<file path="config.mk">
export PLATFORM = sky130hd
export DESIGN_NAME = ks_note_sequencer
export DESIGN_NICKNAME = d
export VERILOG_FILES = /design/src/rtl/ks_note_sequencer.sv
export SDC_FILE = /design/constraint.sdc
export NUM_CORES = 1
export LEC_CHECK = 0
export ABC_AREA = 1
export BUFFER_PORTS_ARGS = -buffer_cell sky130_fd_sc_hd__buf_2
export CAP_MARGIN = 20
export CORE_MARGIN = 5
export CORE_UTILIZATION = 25
export DETAILED_ROUTE_END_ITERATION = 8
export PLACE_DENSITY_LB_ADDON = 0.2
export REMOVE_ABC_BUFFERS = 1
export SYNTH_ARGS = -nofsm -noshare
export SYNTH_HDL_FRONTEND = slang
export SYNTH_SLANG_ARGS = --single-unit
</file>
<file path="constraint.sdc">
create_clock -name clk -period 2.05 [get_ports clk]
set_input_delay 0.205 -clock clk [delete_from_list [all_inputs] [get_ports clk]]
set_output_delay 0.205 -clock clk [all_outputs]
set_load 0.01 [all_outputs]
</file>
<file path="src/rtl/ks_note_sequencer.sv">
// ks_note_sequencer: steps an 8-entry pattern table, loading the string period and plucking at tempo-timed intervals.
module ks_note_sequencer #(
  parameter int KS_DATA_WIDTH = 8,
  parameter int KS_MAX_LENGTH = 48,
  parameter int KS_MIN_LENGTH = 2,
  parameter int STEP_AW       = 3,
  parameter int TEMPO_WIDTH   = 8
) (
  input  logic                     clk,
  input  logic                     rst_n,
  input  logic                     seq_en,
  input  logic                     sample_tick,
  input  logic [TEMPO_WIDTH-1:0]   tempo,
  input  logic [STEP_AW-1:0]       last_step,
  input  logic                     tbl_we,
  input  logic [STEP_AW-1:0]       tbl_addr,
  input  logic [KS_DATA_WIDTH-1:0] tbl_wdata,
  output logic [KS_DATA_WIDTH-1:0] ks_period,
  output logic                     ks_pluck,
  output logic [STEP_AW-1:0]       step_idx,
  output logic                     busy
);
  localparam int CW = TEMPO_WIDTH + 4;
  localparam int NS = 1 << STEP_AW;
  localparam logic [KS_DATA_WIDTH-1:0] REST_ENTRY = {1'b1, {(KS_DATA_WIDTH-1){1'b0}}};
  localparam logic [KS_DATA_WIDTH-1:0] MAX_P = KS_DATA_WIDTH'(KS_MAX_LENGTH);
  localparam logic [KS_DATA_WIDTH-1:0] MIN_P = KS_DATA_WIDTH'(KS_MIN_LENGTH);

  typedef enum logic [1:0] {IDLE, LOAD, PLUCK, WAIT} state_t;

  state_t                   state_q, state_d;
  logic [CW-1:0]            cnt_q, cnt_d, term;
  logic [STEP_AW-1:0]       step_q, step_d;
  logic [KS_DATA_WIDTH-1:0] period_q, period_d, p, p_clamp;
  logic                     pluck_q, pluck_d, rest;
  logic [KS_DATA_WIDTH-1:0] tbl_q [NS];
  logic [KS_DATA_WIDTH-1:0] tbl_d [NS];

  always_comb begin
    rest    = tbl_q[step_q][KS_DATA_WIDTH-1];
    p       = KS_DATA_WIDTH'(tbl_q[step_q][5:0]);
    p_clamp = p < MIN_P ? MIN_P : p > MAX_P ? MAX_P : p;
    // Step length is (tempo+1)*16 ticks, so the terminal count is tempo with four ones appended.
    term     = {tempo, 4'hF};
    state_d  = state_q;
    cnt_d    = cnt_q;
    step_d   = step_q;
    period_d = period_q;
    pluck_d  = pluck_q;
    tbl_d    = tbl_q;
    if (tbl_we) tbl_d[tbl_addr] = tbl_wdata;
    if (!seq_en) begin
      state_d = IDLE;
      pluck_d = 1'b0;
    end else begin
      case (state_q)
        IDLE: begin
          state_d = LOAD;
          step_d  = '0;
          cnt_d   = '0;
        end
        LOAD: begin
          state_d  = rest ? WAIT : PLUCK;
          period_d = rest ? period_q : p_clamp;
        end
        PLUCK: begin
          pluck_d = 1'b1;
          state_d = WAIT;
        end
        default: begin
          pluck_d = 1'b0;
          if (sample_tick) begin
            if (cnt_q >= term) begin
              cnt_d   = '0;
              step_d  = step_q >= last_step ? '0 : step_q + STEP_AW'(1);
              state_d = LOAD;
            end else begin
              cnt_d = cnt_q + CW'(1);
            end
          end
        end
      endcase
    end
  end

  always_ff @(posedge clk) begin
    if (!rst_n) begin
      state_q  <= IDLE;
      cnt_q    <= '0;
      step_q   <= '0;
      period_q <= MAX_P;
      pluck_q  <= 1'b0;
      tbl_q    <= '{default: REST_ENTRY};
    end else begin
      state_q  <= state_d;
      cnt_q    <= cnt_d;
      step_q   <= step_d;
      period_q <= period_d;
      pluck_q  <= pluck_d;
      tbl_q    <= tbl_d;
    end
  end

  assign ks_period = period_q;
  assign ks_pluck  = pluck_q;
  assign step_idx  = step_q;
  assign busy      = state_q != IDLE;
endmodule

</file>
==> out/summary.md <==
## GRT
* **Overflow after GRT** 0
* **gr usage total** 12.4%
* **maximum number of pins on one net before global-route repair** 39
* **wire length of the first global-routing pass** 18.0 mm
* **via count of the first global-routing pass** 3,527
* **initial antenna violation count** 0

## Clocking
* **Hold Buf Count CTS** 0
* **post-CTS clock slew at the launch and capture registers of the worst setup and hold paths** 0.06 ns
* **clock buffer count from CTS** 9
* **sink count of the clock tree** 80
* **source-to-sink clock delay at the later pin of the worst-skew pair** 0.34 ns
* **H-Tree Depth** 3
* **Root Driver** sky130_fd_sc_hd__clkbuf_16
* **maximum root-to-sink buffer count** 2
* **clock tree from TritonCTS** done

## Floorplan
* **Core Box Area** 15,900 sq um
* **Rows** 46
* **Die ar.** 18,900 sq um
* **Initial Utilization** 25.6%
* **IO Pins** 40
* **vertical die dimension** 137 microns
* **horizontal die dimension** 137 microns

## Worst setup path
* **start point of the critical path** state_q[0]
* **type of element launching the critical path** flop
* **length in cells of the worst reg-to-reg path** 9
* **critical path required time** 2.28 ns
* **Arrival @ worst endpoint** 2.02 ns
* **R2R Setup Slk** 0.26 ns
* **endpoint of the worst register-to-register path** cnt_q[10]
* **kind of critical path** flop to flop
* **endpoint of the worst setup timing path** cnt_q[10]
* **Setup crit end kind** flop
* **launching point of the worst reg2reg path** state_q[0]
* **highest fanout seen on the critical path** 7

## Cells and area
* **count of nets after finishing** 657
* **fill cell count** 1,799
* **Final Instance Area** 4770 sq um
* **layout cell share with drive strength beyond 1** 13.6%
* **Inserted Diodes** 0
* **layout overhead on the synthesized area** 17.5%

## Synth
* **post-synthesis register bit count** 80
* **post-synthesis instance total** 582
* **proportion of synthesized chip area in sequential cells** 39.5%
* **Synth Cell Area** 4060 sq um
* **library cells used by synthesis** 38
* **Post-Syn Area per Cell** 6.97 sq um
* **yosys synthesis warning count** 0

## STA
* **fraction of the cycle the final worst path needs** 87.1%
* **number of hold violations in the final report** 0
* **Hold WS** 0.191 ns
* **setup total negative slack** 0 ns
* **RSZ-0062 raised after global routing** false
* **max frequency** 560 MHz
* **count of final max-slew check failures** 0
* **final count of negative-setup-slack endpoints** 0
* **post-layout worst setup margin** 0.265 ns
* **clock period minus worst slack** 1.79 ns
* **Max Clock Skew** 0.00937 ns

## Placed design
* **I/O Buffers** 36
* **half-perimeter wire length after placement** 7.90 mm
* **Post-Place Cell Area** 4450 sq um
* **Final Wtd Congestion** 0.822
* **worst slack at placement** 0.225 ns

## Pwr
* **Pint** 2890 uW
* **Pwr Total** 3950 uW
* **Worst IR Drop VDD** 0.000412 V
* **switching component of the power** 1060 uW
* **Cell Pwr Density** 827 nW/um^2
* **leak pwr** 0.00209 uW
* **Clk network pwr share** 43.6%
* **fraction of power consumed by sequential logic** 41.7%
* **Switching Fraction** 26.9%
* **combinational group share of total power** 14.7%

## Job
* **# Max-Cap Violations** 0

## Route
* **routed len/inst** 13.2 microns
* **Pre-antenna DRT Iters** 4
* **Vias** 3,694
* **average via count per standard cell** 4.42
* **Remaining DRCs** 0
* **Iteration-0 DRC Markers** 173
* **post-route antenna net violation count** 0
* **wire length reported by the detailed router** 11.0 mm

## Hold path
* **start point of the worst hold path** seq_en
* **Min-Delay Path Class** input pin to flop

## Status
* **result of the run** finished, final reports clean

stage by stage:
| stage | utilization, % | std cells |
|---|---|---|
| 4_1_cts | 30.0 | 835 |
| 3_3_place_gp | 28.0 | 819 |
| 2_1_floorplan | - | 554 |
| 5_1_grt | 30.0 | 835 |
| 3_5_place_dp | 28.0 | 819 |
| 6_report | 30.0 | 835 |
registers in the layout, indices dropped and copies added, names as in the netlist:
name	count
cnt_q	12
tbl_q	56
state_q	2
ks_period	6
step_idx	3
ks_pluck	1
cell usage after synthesis:
cell                        instances  area, sq um
sky130_fd_sc_hd__o211ai_2           2         25.0
sky130_fd_sc_hd__a21o_1             1         7.51
sky130_fd_sc_hd__nand3_1           36          180
sky130_fd_sc_hd__nor3b_1            2         15.0
sky130_fd_sc_hd__buf_6              3         33.8
sky130_fd_sc_hd__buf_1              3         11.3
sky130_fd_sc_hd__o211ai_1           5         37.5
sky130_fd_sc_hd__or2_2              1         6.26
sky130_fd_sc_hd__o21a_1             1         7.51
sky130_fd_sc_hd__xnor2_1            2         17.5
sky130_fd_sc_hd__clkinv_1           2         7.51
sky130_fd_sc_hd__o21ai_2            3         26.3
sky130_fd_sc_hd__nand4_1            4         25.0
sky130_fd_sc_hd__xor2_1             5         43.8
sky130_fd_sc_hd__clkbuf_1          12         45.0
sky130_fd_sc_hd__nor2_1            96          360
sky130_fd_sc_hd__nand2_1           98          368
sky130_fd_sc_hd__inv_6              1         8.76
sky130_fd_sc_hd__nand3b_1           1         7.51
sky130_fd_sc_hd__nor2_2             2         12.5
sky130_fd_sc_hd__conb_1             1         3.75
sky130_fd_sc_hd__inv_1             68          255
sky130_fd_sc_hd__dfxtp_1           80         1600
sky130_fd_sc_hd__o21bai_1           2         15.0
sky130_fd_sc_hd__nand3_2            2         20.0
sky130_fd_sc_hd__buf_12             1         20.0
sky130_fd_sc_hd__a22oi_1            1         7.51
sky130_fd_sc_hd__a21oi_4            1         16.3
sky130_fd_sc_hd__nand2_2            5         31.3
sky130_fd_sc_hd__buf_2              4         20.0
sky130_fd_sc_hd__o21ai_0           62          310
sky130_fd_sc_hd__buf_4              6         45.0
sky130_fd_sc_hd__inv_2              2         7.51
sky130_fd_sc_hd__o2111ai_1          1         8.76
sky130_fd_sc_hd__ha_1              16          200
sky130_fd_sc_hd__o21ai_1            1         5.00
sky130_fd_sc_hd__nor3_1             5         25.0
sky130_fd_sc_hd__a21oi_1           44          220
area by class of cell:
class / count / area, sq um / share of cell area (%)
Multi-Input combinational cell: 401 / 2010 / 42.1
Sequential cell: 80 / 1600 / 33.6
Timing Repair Buffer: 49 / 290 / 6.09
Clock buffer: 14 / 284 / 5.95
Inverter: 73 / 279 / 5.85
Tap cell: 216 / 270 / 5.67
Clock inverter: 2 / 35.0 / 0.735
worst max-delay path, stage by stage, from the launching register on:
cell and delay (ns):
sky130_fd_sc_hd__dfxtp_1 0.35, sky130_fd_sc_hd__inv_1 0.08, sky130_fd_sc_hd__ha_1 0.31, sky130_fd_sc_hd__nor2_1 0.14
sky130_fd_sc_hd__nand2_2 0.12, sky130_fd_sc_hd__inv_1 0.16, sky130_fd_sc_hd__nand4_1 0.14, sky130_fd_sc_hd__nand3b_1 0.20
sky130_fd_sc_hd__xor2_1 0.14, sky130_fd_sc_hd__nor2_1 0.05
placed cells by master, fill, tap and decap left out, types with 3 or more instances in the layout:
| cell | Yosys | layout |
|---|---|---|
| sky130_fd_sc_hd__nor2_1 | 96 | 95 |
| sky130_fd_sc_hd__o21ai_0 | 62 | 62 |
| sky130_fd_sc_hd__nor2_2 | 2 | 3 |
| sky130_fd_sc_hd__nand3_1 | 36 | 36 |
| sky130_fd_sc_hd__a21oi_1 | 44 | 44 |
| sky130_fd_sc_hd__buf_2 | 4 | 36 |
| sky130_fd_sc_hd__dfxtp_1 | 80 | 80 |
| sky130_fd_sc_hd__buf_4 | 6 | 12 |
| sky130_fd_sc_hd__nor3_1 | 5 | 5 |
| sky130_fd_sc_hd__clkbuf_16 | 0 | 9 |
| sky130_fd_sc_hd__o21ai_2 | 3 | 3 |
| sky130_fd_sc_hd__inv_1 | 68 | 68 |
| sky130_fd_sc_hd__xor2_1 | 5 | 5 |
| sky130_fd_sc_hd__nand4_1 | 4 | 4 |
| sky130_fd_sc_hd__clkbuf_8 | 0 | 4 |
| sky130_fd_sc_hd__ha_1 | 16 | 16 |
| sky130_fd_sc_hd__nand2_1 | 98 | 98 |
| sky130_fd_sc_hd__o211ai_1 | 5 | 5 |
| sky130_fd_sc_hd__nand2_2 | 5 | 5 |
cell families after synthesis:
kind of cell,synth area share (%)
and+or+nand+nor,25.9
AOI/OAI and AO/OA,16.9
buffers and inverters,11.2
DFF,39.5
adders and majority gates,4.93
xor gates and xnor gates,1.51
other,0.0924
what timing repair did:
action / CTS / global route
endpoints found under the setup margin: 0 / 1
setup buffers: 0 / 0
resized for setup: 0 / 1
power by group through the flow:
stage / combinational [uW] / clock, uW / sequential [uW]
3_3_place_gp: 578 / 0 / 1680
4_1_cts: 590 / 1760 / 1650
2_1_floorplan: 339 / 0 / 1700
6_report: 580 / 1720 / 1650
3_5_place_dp: 587 / 0 / 1680
5_1_grt: 674 / 1830 / 1650
layer usage:
layer	wire length, microns	GRT usage [%]	vias to the layer above
met4	213	5.82	0
met1	5380	16.4	1692
met3	400	1.68	14
li1	-	-	1929
met5	0	0	-
met2	5000	19.8	59
worst min path at each step:
| stage | to | slack, ns | cells after the start |
|---|---|---|---|
| 2_1_floorplan | ks_period[4] | 0.28 | 1 |
| 3_3_place_gp | tbl_q[27] | 0.43 | 2 |
| 3_5_place_dp | tbl_q[39] | 0.44 | 2 |
| 4_1_cts | state_q[1] | 0.18 | 4 |
| 5_1_grt | state_q[1] | 0.21 | 4 |
| 6_report | state_q[1] | 0.19 | 3 |
Note: power is estimated with default switching activity, not from simulation.
